<file path="src/rtl/alu_op_sequencer.sv">
// rtl/alu_op_sequencer.sv - issues one ALU op, waits LAT cycles, streams result words to the bus
module alu_op_sequencer #(
    parameter int BITS      = 32,
    parameter int SIG_COUNT = 12,
    parameter int LAT       = 1
) (
    input  logic                   clk,
    input  logic                   clr,
    input  logic                   start,
    input  logic [3:0]             opcode,
    input  logic [BITS-1:0]        x_in,
    input  logic [BITS-1:0]        y_in,
    output logic [SIG_COUNT-1:0]   ctrl_signal,
    output logic [BITS-1:0]        alu_x,
    output logic [BITS-1:0]        alu_y,
    input  logic [2*BITS-1:0]      alu_result,
    output logic [BITS-1:0]        bus_out,
    output logic                   bus_valid,
    input  logic                   bus_ready,
    output logic [BITS-1:0]        zhi,
    output logic [BITS-1:0]        zlo,
    output logic                   busy,
    output logic                   done,
    output logic                   err
);

    typedef enum logic [2:0] {
        S_IDLE,
        S_ISSUE,
        S_SEND_LO,
        S_SEND_HI,
        S_DONE
    } state_t;

    state_t     state;
    state_t     state_nx;
    logic [3:0] op_q;
    logic [3:0] cnt;
    logic       accept;
    logic       illegal;
    logic       settle_last;
    logic       xfer;

    assign accept      = (state == S_IDLE) && start && (opcode <= 4'd11);
    assign illegal     = (state == S_IDLE) && start && (opcode > 4'd11);
    assign settle_last = (cnt == 4'(LAT - 1));
    assign xfer        = bus_valid && bus_ready;

    always_ff @(posedge clk or negedge clr) begin
        if (!clr) begin
            state <= S_IDLE;
        end else begin
            state <= state_nx;
        end
    end

    always_comb begin
        state_nx = state;
        case (state)
            S_IDLE:    if (accept) state_nx = S_ISSUE;
            S_ISSUE:   if (settle_last) state_nx = S_SEND_LO;
            // only mul and div produce a meaningful upper word
            S_SEND_LO: if (xfer) state_nx = ((op_q == 4'd2) || (op_q == 4'd3)) ? S_SEND_HI : S_DONE;
            S_SEND_HI: if (xfer) state_nx = S_DONE;
            S_DONE:    state_nx = S_IDLE;
            default:   state_nx = S_IDLE;
        endcase
    end

    always_ff @(posedge clk or negedge clr) begin
        if (!clr) begin
            op_q  <= '0;
            cnt   <= '0;
            alu_x <= '0;
            alu_y <= '0;
            zhi   <= '0;
            zlo   <= '0;
            err   <= 1'b0;
        end else begin
            err <= illegal;
            if (accept) begin
                op_q  <= opcode;
                alu_x <= x_in;
                alu_y <= y_in;
                cnt   <= '0;
            end else if (state == S_ISSUE) begin
                if (settle_last) begin
                    zhi <= alu_result[2*BITS-1:BITS];
                    zlo <= alu_result[BITS-1:0];
                end else begin
                    cnt <= cnt + 4'd1;
                end
            end
        end
    end

    always_comb begin
        ctrl_signal = '0;
        bus_valid   = 1'b0;
        bus_out     = '0;
        busy        = 1'b0;
        done        = 1'b0;
        case (state)
            S_ISSUE: begin
                ctrl_signal = {{(SIG_COUNT-1){1'b0}}, 1'b1} << op_q;
                busy        = 1'b1;
            end
            S_SEND_LO: begin
                bus_valid = 1'b1;
                bus_out   = zlo;
                busy      = 1'b1;
            end
            S_SEND_HI: begin
                bus_valid = 1'b1;
                bus_out   = zhi;
                busy      = 1'b1;
            end
            S_DONE:  done = 1'b1;
            default: ;
        endcase
    end

endmodule

</file>
<file path="config.mk">
export PLATFORM = sky130hd
export DESIGN_NAME = alu_op_sequencer
export DESIGN_NICKNAME = d
export VERILOG_FILES = /design/src/rtl/alu_op_sequencer.sv
export SDC_FILE = /design/constraint.sdc
export NUM_CORES = 1
export LEC_CHECK = 0
export BUFFER_PORTS_ARGS = -buffer_cell sky130_fd_sc_hd__buf_2
export CORE_MARGIN = 5
export CORE_UTILIZATION = 49
export CTS_BUF_LIST = sky130_fd_sc_hd__clkbuf_16
export CTS_CLUSTER_DIAMETER = 80
export DETAILED_ROUTE_END_ITERATION = 16
export PLACE_DENSITY = 0.94
export SLEW_MARGIN = 15
export SYNTH_ARGS = -nofsm -noshare
export SYNTH_HDL_FRONTEND = slang
export SYNTH_SLANG_ARGS = --single-unit
export TNS_END_PERCENT = 10
</file>
<file path="constraint.sdc">
create_clock -name clk -period 3.7 [get_ports clk]
set_input_delay 0.74 -clock clk [delete_from_list [all_inputs] [get_ports clk]]
set_output_delay 0.74 -clock clk [all_outputs]
set_load 0.05 [all_outputs]
</file>
After elaboration in Yosys (flattened, before gate mapping)
Index checks and enable logic that the tools add are counted.

Bits in registers: 140. Output and inout port bits: 176. Word-level logic and storage cells: 51. Bits of input ports: 136.

Mux-type cells: 14. $add $sub $neg: 1. Equal/unequal tests: 11. Reductions and logical operators: 13. Shifts and indexed selects: 1. Bitwise logic cells: 1. Order comparisons: 2.

Operators by type and width (number): $pmux W32 S2 (1); $mux W3 (5); $mux W12 (1); $mux W4 (3); $pmux W3 S4 (1); $shl A1 B4 Y12 const A (1); $ne A2 B2 Y1 const B (5); $eq A4 B2 Y1 const B (2); $eq A3 B2 Y1 const B (2); $add A4 B1 Y4 const B (1); $gt A4 B4 Y1 const B (1); $le A4 B4 Y1 const B (1); $logic_and A1 B1 Y1 (4); $logic_not A4 Y1 (1); $reduce_and A4 Y1 (1); $eq A3 B1 Y1 const B (1); $eq A3 B3 Y1 const B (1); $logic_not A3 Y1 (1); $mux W1 (3); $reduce_and A3 Y1 (1); $reduce_or A3 Y1 (1); $reduce_and A2 Y1 (1); $reduce_bool A2 Y1 (1); $reduce_or A2 Y1 (1); 2 further kinds (2).

Logic depth before layout (Yosys ltp)
Gate-level depths: netlist (run 1).

Word-level depth: 6. Gate-level depth with buffers: 7. Gate-level depth less buffers: 5.

Worst setup path after synthesis (run 1)
Ideal clock, no wire load.

Path kind: flip-flop to output port. Start point: register state[0]. End point: output port ctrl_signal[0]. Arrival time: 2.488 ns. Path slack: 0.472 ns. Stages on the path, launching flop included: 6. Required time: 2.960 ns. Path buffers: 2. Path through: dfrtp_1 > buf_4 > or3b_2 > clkbuf_1 > or3_1 > nor3_1.

Cells in the longest elaborated chain, start to end: 2.

Ends and longest elaborated chain: from (decl) (RTL line 35) `state_t state;`; from (signal assigned) (RTL line 53) `state <= state_nx;`; $eq A3 B1 Y1 (RTL line 103) `case (state)`; $mux W12 (RTL line 103); to (decl) (RTL line 13) `output logic [SIG_COUNT-1:0] ctrl_signal,`.

No other way between the ends.

Worst setup path after layout (run 1)
Start point: register state[1]. End point: output port ctrl_signal[0].

The elaborated chain is that of the path after synthesis.

==> flow_summary_export.csv, run 1 <==
group,metric,value,unit
status,outcome,"finished, final reports clean",
logic_synthesis,synthesis.nets,560,
cts,cts_hold_buffers,0,
timing,post_route_fraction_of_the_period_consumed_by_the_critical_path,81.3,%
timing,final_period_minus_worst_setup_slack,3.01,ns
detailed_routing,ant_nets,0,
finish,synthToLayoutAreaGrowth,39.6,%
logic_synthesis,synthDistinctLibCells,32,
detailed_routing,firstDrtPassIters,4,
logic_synthesis,postSynthRegisterBits,140,
cts,clk-insertion-delay-late,0.41,ns
critical_path,worstSetupStartpoint,"state[1]",
logic_synthesis,syn_inst,422,
cts,clock_pin_slew_on_the_worst_setup_and_hold_paths,0.06,ns
critical_path,setup.worst_path.end_class,"output port",
critical_path,cp_data_arrival_time,2.27,ns
grt,grt_pass1_vias,4985,
die,initial_core_util,49.6,%
timing,maxSlewViolCount,0,
logic_synthesis,syn-mean-instance-area,14.1,um2
timing,finalClockSkew,0.00990,ns
logic_synthesis,synth_top_cell_area_share,59.1,%
finish,multi_input_area,2270,um2
critical_path,path_max_fanout,8,
finish,post_layout_nonfiller_instances,895,
job,cap_violations,0,
critical_path,reg2reg_to,"zlo[4]",
finish,antenna-diode-count,0,
detailed_routing,viasPerCell,5.18,
timing,achievable-frequency,332,MHz
cts,cts-buffers-inserted,17,
detailed_routing,detail_route.wl_per_cell,18.2,um
grt,global_route_total_overflow,0,
finish,final.fill_count,821,
logic_synthesis,synth_area_leaders,"dfrtp_1 59%, mux2_2 24%, mux2i_1 5.4%, nor2_1 2.9%, mux2_1 0.95%",
cts,cts_num_sinks,140,
die,die_area,14400,um2
critical_path,timing.reg2reg.worst_path_depth,4,
worst_hold_path,hold_path.class,"in -> async",
die,die_width,120,um
logic_synthesis,yosys_warnings,0,
timing,worst-slew-pin-transition,0.714,ns
grt,track_usage,22.5,%
cts,clockRootBuffer,"clkbuf_16",
cts,clockBufferDepth,2,
die,ioPinCount,312,
timing,setup_viol,0,
die,die_y,120,um
detailed_routing,dr.first_iter.drc_count,260,
critical_path,start_kind,"flop",
critical_path,reg2reg_slack,1.14,ns
timing,finalHoldViolCount,0,
finish,layout-drive-gt1-share,63.9,%
cts,cts_setup_buffers,0,
finish,final_net_count,873,
cts,ctsHtreeMaxLevel,4,
logic_synthesis,synth-seq-area-share,59.1,%
finish,sequential_cell_area,3500,um2
grt,grt_max_degree,81,
detailed_routing,drt_wl_total,16300,um
die,floorplan.core_area,12000,um2
placement,dpl.cell_count,863,
finish,layout_common_cells,"310 x buf_2, 139 x dfrtp_1, 125 x mux2_2",
finish,mostFrequentLayoutCell,"buf_2",
detailed_routing,drcViolationCount,0,
placement,portBuffers,311,
timing,max-slew-margin-rel,52.3,%
critical_path,crit_type,"reg -> out",
critical_path,crit_required,2.96,ns
grt,grt_first_pass_wirelength,25500,um
timing,rsz_0062_raised_after_global_routing,"no",
logic_synthesis,netlist.top_cell.by_area,"dfrtp_1",
die,fp-row-count,40,
critical_path,worst_r2r_startpoint,"state[1]",
logic_synthesis,syn-cell-area,5930,um2
grt,initial_antenna_violation_count,0,
placement,dp_hpwl,12200,um
cts,cts_resized,0,
timing,timing.setup.tns,0,ns
placement,gp_congestion,0.871,
detailed_routing,via_total_after_detailed_routing,4640,
cts,tritoncts,"built",
==> flip-flops by register name (all words and copies together) (netlist names) <==
register  cells
op_q          4
zlo          32
err           1
zhi          32
state         3
alu_y        32
alu_x        32
cnt           4
==> synthesized netlist by cell type <==
master,n
dfrtp_1,140
mux2_2,125
nor2_1,46
mux2i_1,32
clkbuf_1,8
buf_2,5
mux2_1,5
o21ai_0,5
a21oi_1,4
buf_4,4
buf_6,4
inv_1,4
buf_1,3
nand2_1,3
nand2b_1,3
nand3_1,3
nand3b_1,3
nor3_1,3
or3b_2,3
a211oi_1,2
and2_1,2
ha_1,2
nor3b_1,2
o22a_1,2
or3_1,2
a21oi_4,1
a2bb2oi_1,1
nor2b_1,1
o21a_1,1
o22ai_1,1
or4_1,1
or4b_1,1
==> layer usage <==
metal	share of wire [%]	vias up	GRT usage [%]	routed length [um]
li1	-	2114	-	-
met1	36	2288	25.0	5910
met2	54	195	39.4	8810
met3	6.6	43	6.93	1080
met4	3.1	0	10.2	502
met5	0	-	0	0
==> layout make-up <==
| cell class | count | share of cell area [%] |
|---|---|---|
| tap | 147 | 2.22 |
| timing repair buffer | 318 | 20.0 |
| multi-input combinational | 254 | 27.5 |
| clock inverter | 15 | 2.73 |
| sequential | 140 | 42.3 |
| clock buffer | 17 | 5.14 |
| inverter | 4 | 0.181 |
==> critical path, stage by stage, from the launching register on <==
cell,delay (ns)
dfrtp_1,0.44
or3b_2,0.58
or3_1,0.40
nor3_1,0.15
buf_2,0.29
==> stage by stage <==
stage	setup slack, ns	hold slack, ns	util, %	area (um2)
floorplan	0.472	0.444	-	5930
global placement	1.13	0.463	63.8	7630
detailed placement	1.08	0.474	63.8	7630
CTS	0.685	0.379	69.2	8280
global route	0.534	0.389	69.2	8280
finish	0.691	0.347	69.2	8280
==> cells by family (layout without fill, tap and decap cells) <==
logic type	count (synthesis)	count (layout)	share of synthesized area, %
muxes	162	162	30.1
DFF	140	140	59.1
and+or+nand+nor	73	73	5.82
buffers and inverters	28	354	2.64
AOI/OAI and AO/OA	17	17	1.96
adders and majority gates	2	2	0.422
==> worst max-delay path by stage <==
stage,depth (start not counted),to,slack [ns]
floorplan,5,ctrl_signal[0],0.47
global placement,5,alu_y[25],1.13
detailed placement,5,alu_x[20],1.08
CTS,4,ctrl_signal[0],0.68
global route,4,ctrl_signal[8],0.53
finish,4,ctrl_signal[0],0.69
Power of run 1 is not shown: default switching activity piles up to over one toggle a cycle in this logic, so the estimate is an artifact.
==> run 2, diff against run 1 <==
--- a/config.mk
+++ b/config.mk
@@ -7,11 +7,11 @@
 export LEC_CHECK = 0
 export BUFFER_PORTS_ARGS = -buffer_cell sky130_fd_sc_hd__buf_2
 export CORE_MARGIN = 5
-export CORE_UTILIZATION = 49
+export CORE_UTILIZATION = 45
 export CTS_BUF_LIST = sky130_fd_sc_hd__clkbuf_16
 export CTS_CLUSTER_DIAMETER = 80
 export DETAILED_ROUTE_END_ITERATION = 16
-export PLACE_DENSITY = 0.94
+export PLACE_DENSITY = 0.88
 export SLEW_MARGIN = 15
 export SYNTH_ARGS = -nofsm -noshare
 export SYNTH_HDL_FRONTEND = slang
==> constraint.sdc (replaced) <==
create_clock -name clk -period 2.95 [get_ports clk]
set_input_delay 0.59 -clock clk [delete_from_list [all_inputs] [get_ports clk]]
set_output_delay 0.59 -clock clk [all_outputs]
set_load 0.05 [all_outputs]
==> run 2 against run 1 <==
First-iteration DRC count is 3.5% higher. Via count is 0.82% lower. Highest routed layer unchanged. Critical endpoint unchanged. Critical path depth stayed put. Largest cell class unchanged.
==> flow_summary_export.csv, run 2 (same netlist as run 1, synthesis figures left out) <==
group,metric,value,unit
detailed_routing,firstDrtPassIters,4,
worst_hold_path,hold_path.class,"in -> async",
critical_path,critical-path-top-delay-family,"simple AND/OR/NAND/NOR gates",
grt,initial_antenna_violation_count,0,
critical_path,start_kind,"flop",
detailed_routing,met2_length,8960,um
finish,final.fill_count,1042,
die,die_y,125,um
detailed_routing,dr.first_iter.drc_count,269,
timing,worst-slew-pin-transition,0.826,ns
critical_path,critical_path_cell_count,4,
grt,grt_first_pass_wirelength,26000,um
die,ioPinCount,312,
finish,layout_common_cells,"310 x buf_2, 139 x dfrtp_1, 125 x mux2_2",
timing,achievable-frequency,354,MHz
detailed_routing,met1Wirelength,6060,um
placement,portBuffers,311,
cts,cts_setup_buffers,0,
critical_path,crit_path_max_incr_delay,0.58,ns
die,fp-row-count,42,
critical_path,worst_r2r_startpoint,"state[1]",
detailed_routing,drcViolationCount,0,
timing,setup_viol,0,
timing,finalClockSkew,0.00745,ns
timing,maxSlewViolCount,0,
grt,grt_max_degree,66,
cts,clock_pin_slew_on_the_worst_setup_and_hold_paths,0.06,ns
critical_path,cp_data_arrival_time,2.24,ns
critical_path,reg2reg_to,"alu_y[11]",
grt,global_route_total_overflow,0,
cts,clk-insertion-delay-late,0.41,ns
cts,cts-buffers-inserted,17,
status,outcome,"finished, final reports clean",
detailed_routing,drt_wl_total,16400,um
placement,gp_congestion,0.911,
critical_path,timing.critical_path.cells,"or3b_2 > or3_1 > nor3_2 > buf_2",
finish,mostFrequentLayoutCell,"buf_2",
detailed_routing,ant_nets,0,
critical_path,worstPathBufferInverterCount,1,
cts,cts_resized,0,
cts,cts_num_sinks,140,
finish,final_net_count,875,
cts,clockRootBuffer,"clkbuf_16",
critical_path,crit_end,"ctrl_signal[0]",
grt,track_usage,21.1,%
critical_path,setup.worst_path.end_class,"output port",
finish,sequential_cell_area,3500,um2
timing,final_period_minus_worst_setup_slack,2.83,ns
detailed_routing,top_signal_layer_used,"met4",
timing,post_route_fraction_of_the_period_consumed_by_the_critical_path,95.9,%
detailed_routing,via_total_after_detailed_routing,4602,
critical_path,cpMaxStageDelayCell,"or3b_2",
critical_path,crit_type,"reg -> out",
finish,synthToLayoutAreaGrowth,38.9,%
finish,multi_input_area,2280,um2
critical_path,crit_required,2.36,ns
die,die_area,15600,um2
die,die_width,125,um
critical_path,path_max_fanout,8,
grt,grt_pass1_vias,4875,
detailed_routing,viasPerCell,4.98,
cts,ctsHtreeMaxLevel,4,
die,floorplan.core_area,13100,um2
timing,timing.setup.tns,0,ns
finish,antenna-diode-count,0,
detailed_routing,met3WireLength,994,um
cts,tritoncts,"built",
critical_path,timing.reg2reg.worst_path_depth,4,
critical_path,reg2reg_slack,0.66,ns
timing,finalHoldViolCount,0,
timing,rsz_0062_raised_after_global_routing,"no",
critical_path,worstSetupStartpoint,"state[1]",
cts,cts_hold_buffers,0,
job,cap_violations,0,
die,initial_core_util,45.3,%
placement,dp_hpwl,12500,um
timing,max-slew-margin-rel,45.0,%
finish,layout-drive-gt1-share,63.5,%
cts,clockBufferDepth,2,
detailed_routing,detail_route.wl_per_cell,17.8,um
[run 2: cell count changes in the layout (fill, tap and decap cells not counted), sizes merged]
| cell | change |
|---|---|
| buf | +2 |
| bufinv | -4 |
| clkinvlp | -1 |
| inv | +3 |
[run 2: worst min path at each step]
stage                           to  startpoint  slack, ns
after floorplan           alu_x[0]         clr       0.29
after global placement    alu_y[4]    alu_y[4]       0.46
after detailed placement  alu_y[3]    alu_y[3]       0.48
after CTS                  zhi[14]         clr       0.17
after global routing       zhi[14]         clr       0.19
final                      zhi[14]         clr       0.15
[run 2: final cells by class]
type                            instances  area share, %
Timing Repair Buffer                  320           20.4
Clock buffer                           17           5.16
Multi-Input combinational cell        254           27.7
Tap cell                              176           2.67
Clock inverter                         13           1.37
Sequential cell                       140           42.5
Inverter                                4          0.182
[run 2: per-stage QoR]
stage | hold WS, ns | setup slack (ns) | utilization [%] | std cells | cell area (um2)
4_1_cts | 0.167 | 0.0947 | 62.9 | 924 | 8240
3_3_place_gp | 0.464 | 0.546 | 58.8 | 894 | 7700
2_1_floorplan | 0.294 | 0.257 | - | 422 | 5940
6_report | 0.151 | 0.122 | 62.9 | 924 | 8240
5_1_grt | 0.191 | 0.00484 | 62.9 | 924 | 8240
3_5_place_dp | 0.477 | 0.523 | 58.8 | 894 | 7700
[run 2: worst reg2reg max path, delay by kind of cell (launching register included)]
kind | cells | cell delay [ns]
AOI/OAI and AO/OA | 1 | 0.41
buffers and inverters | 1 | 0.24
muxes | 1 | 0.38
and+or+nand+nor | 1 | 0.69
DFF | 1 | 0.45
[run 2: per-layer routing]
metal	track usage, %	vias up
li1	-	2105
met1	24.1	2311
met2	36.9	149
met3	6.26	37
met4	8.90	0
met5	0	-
Power of run 2 is left out for the same reason.
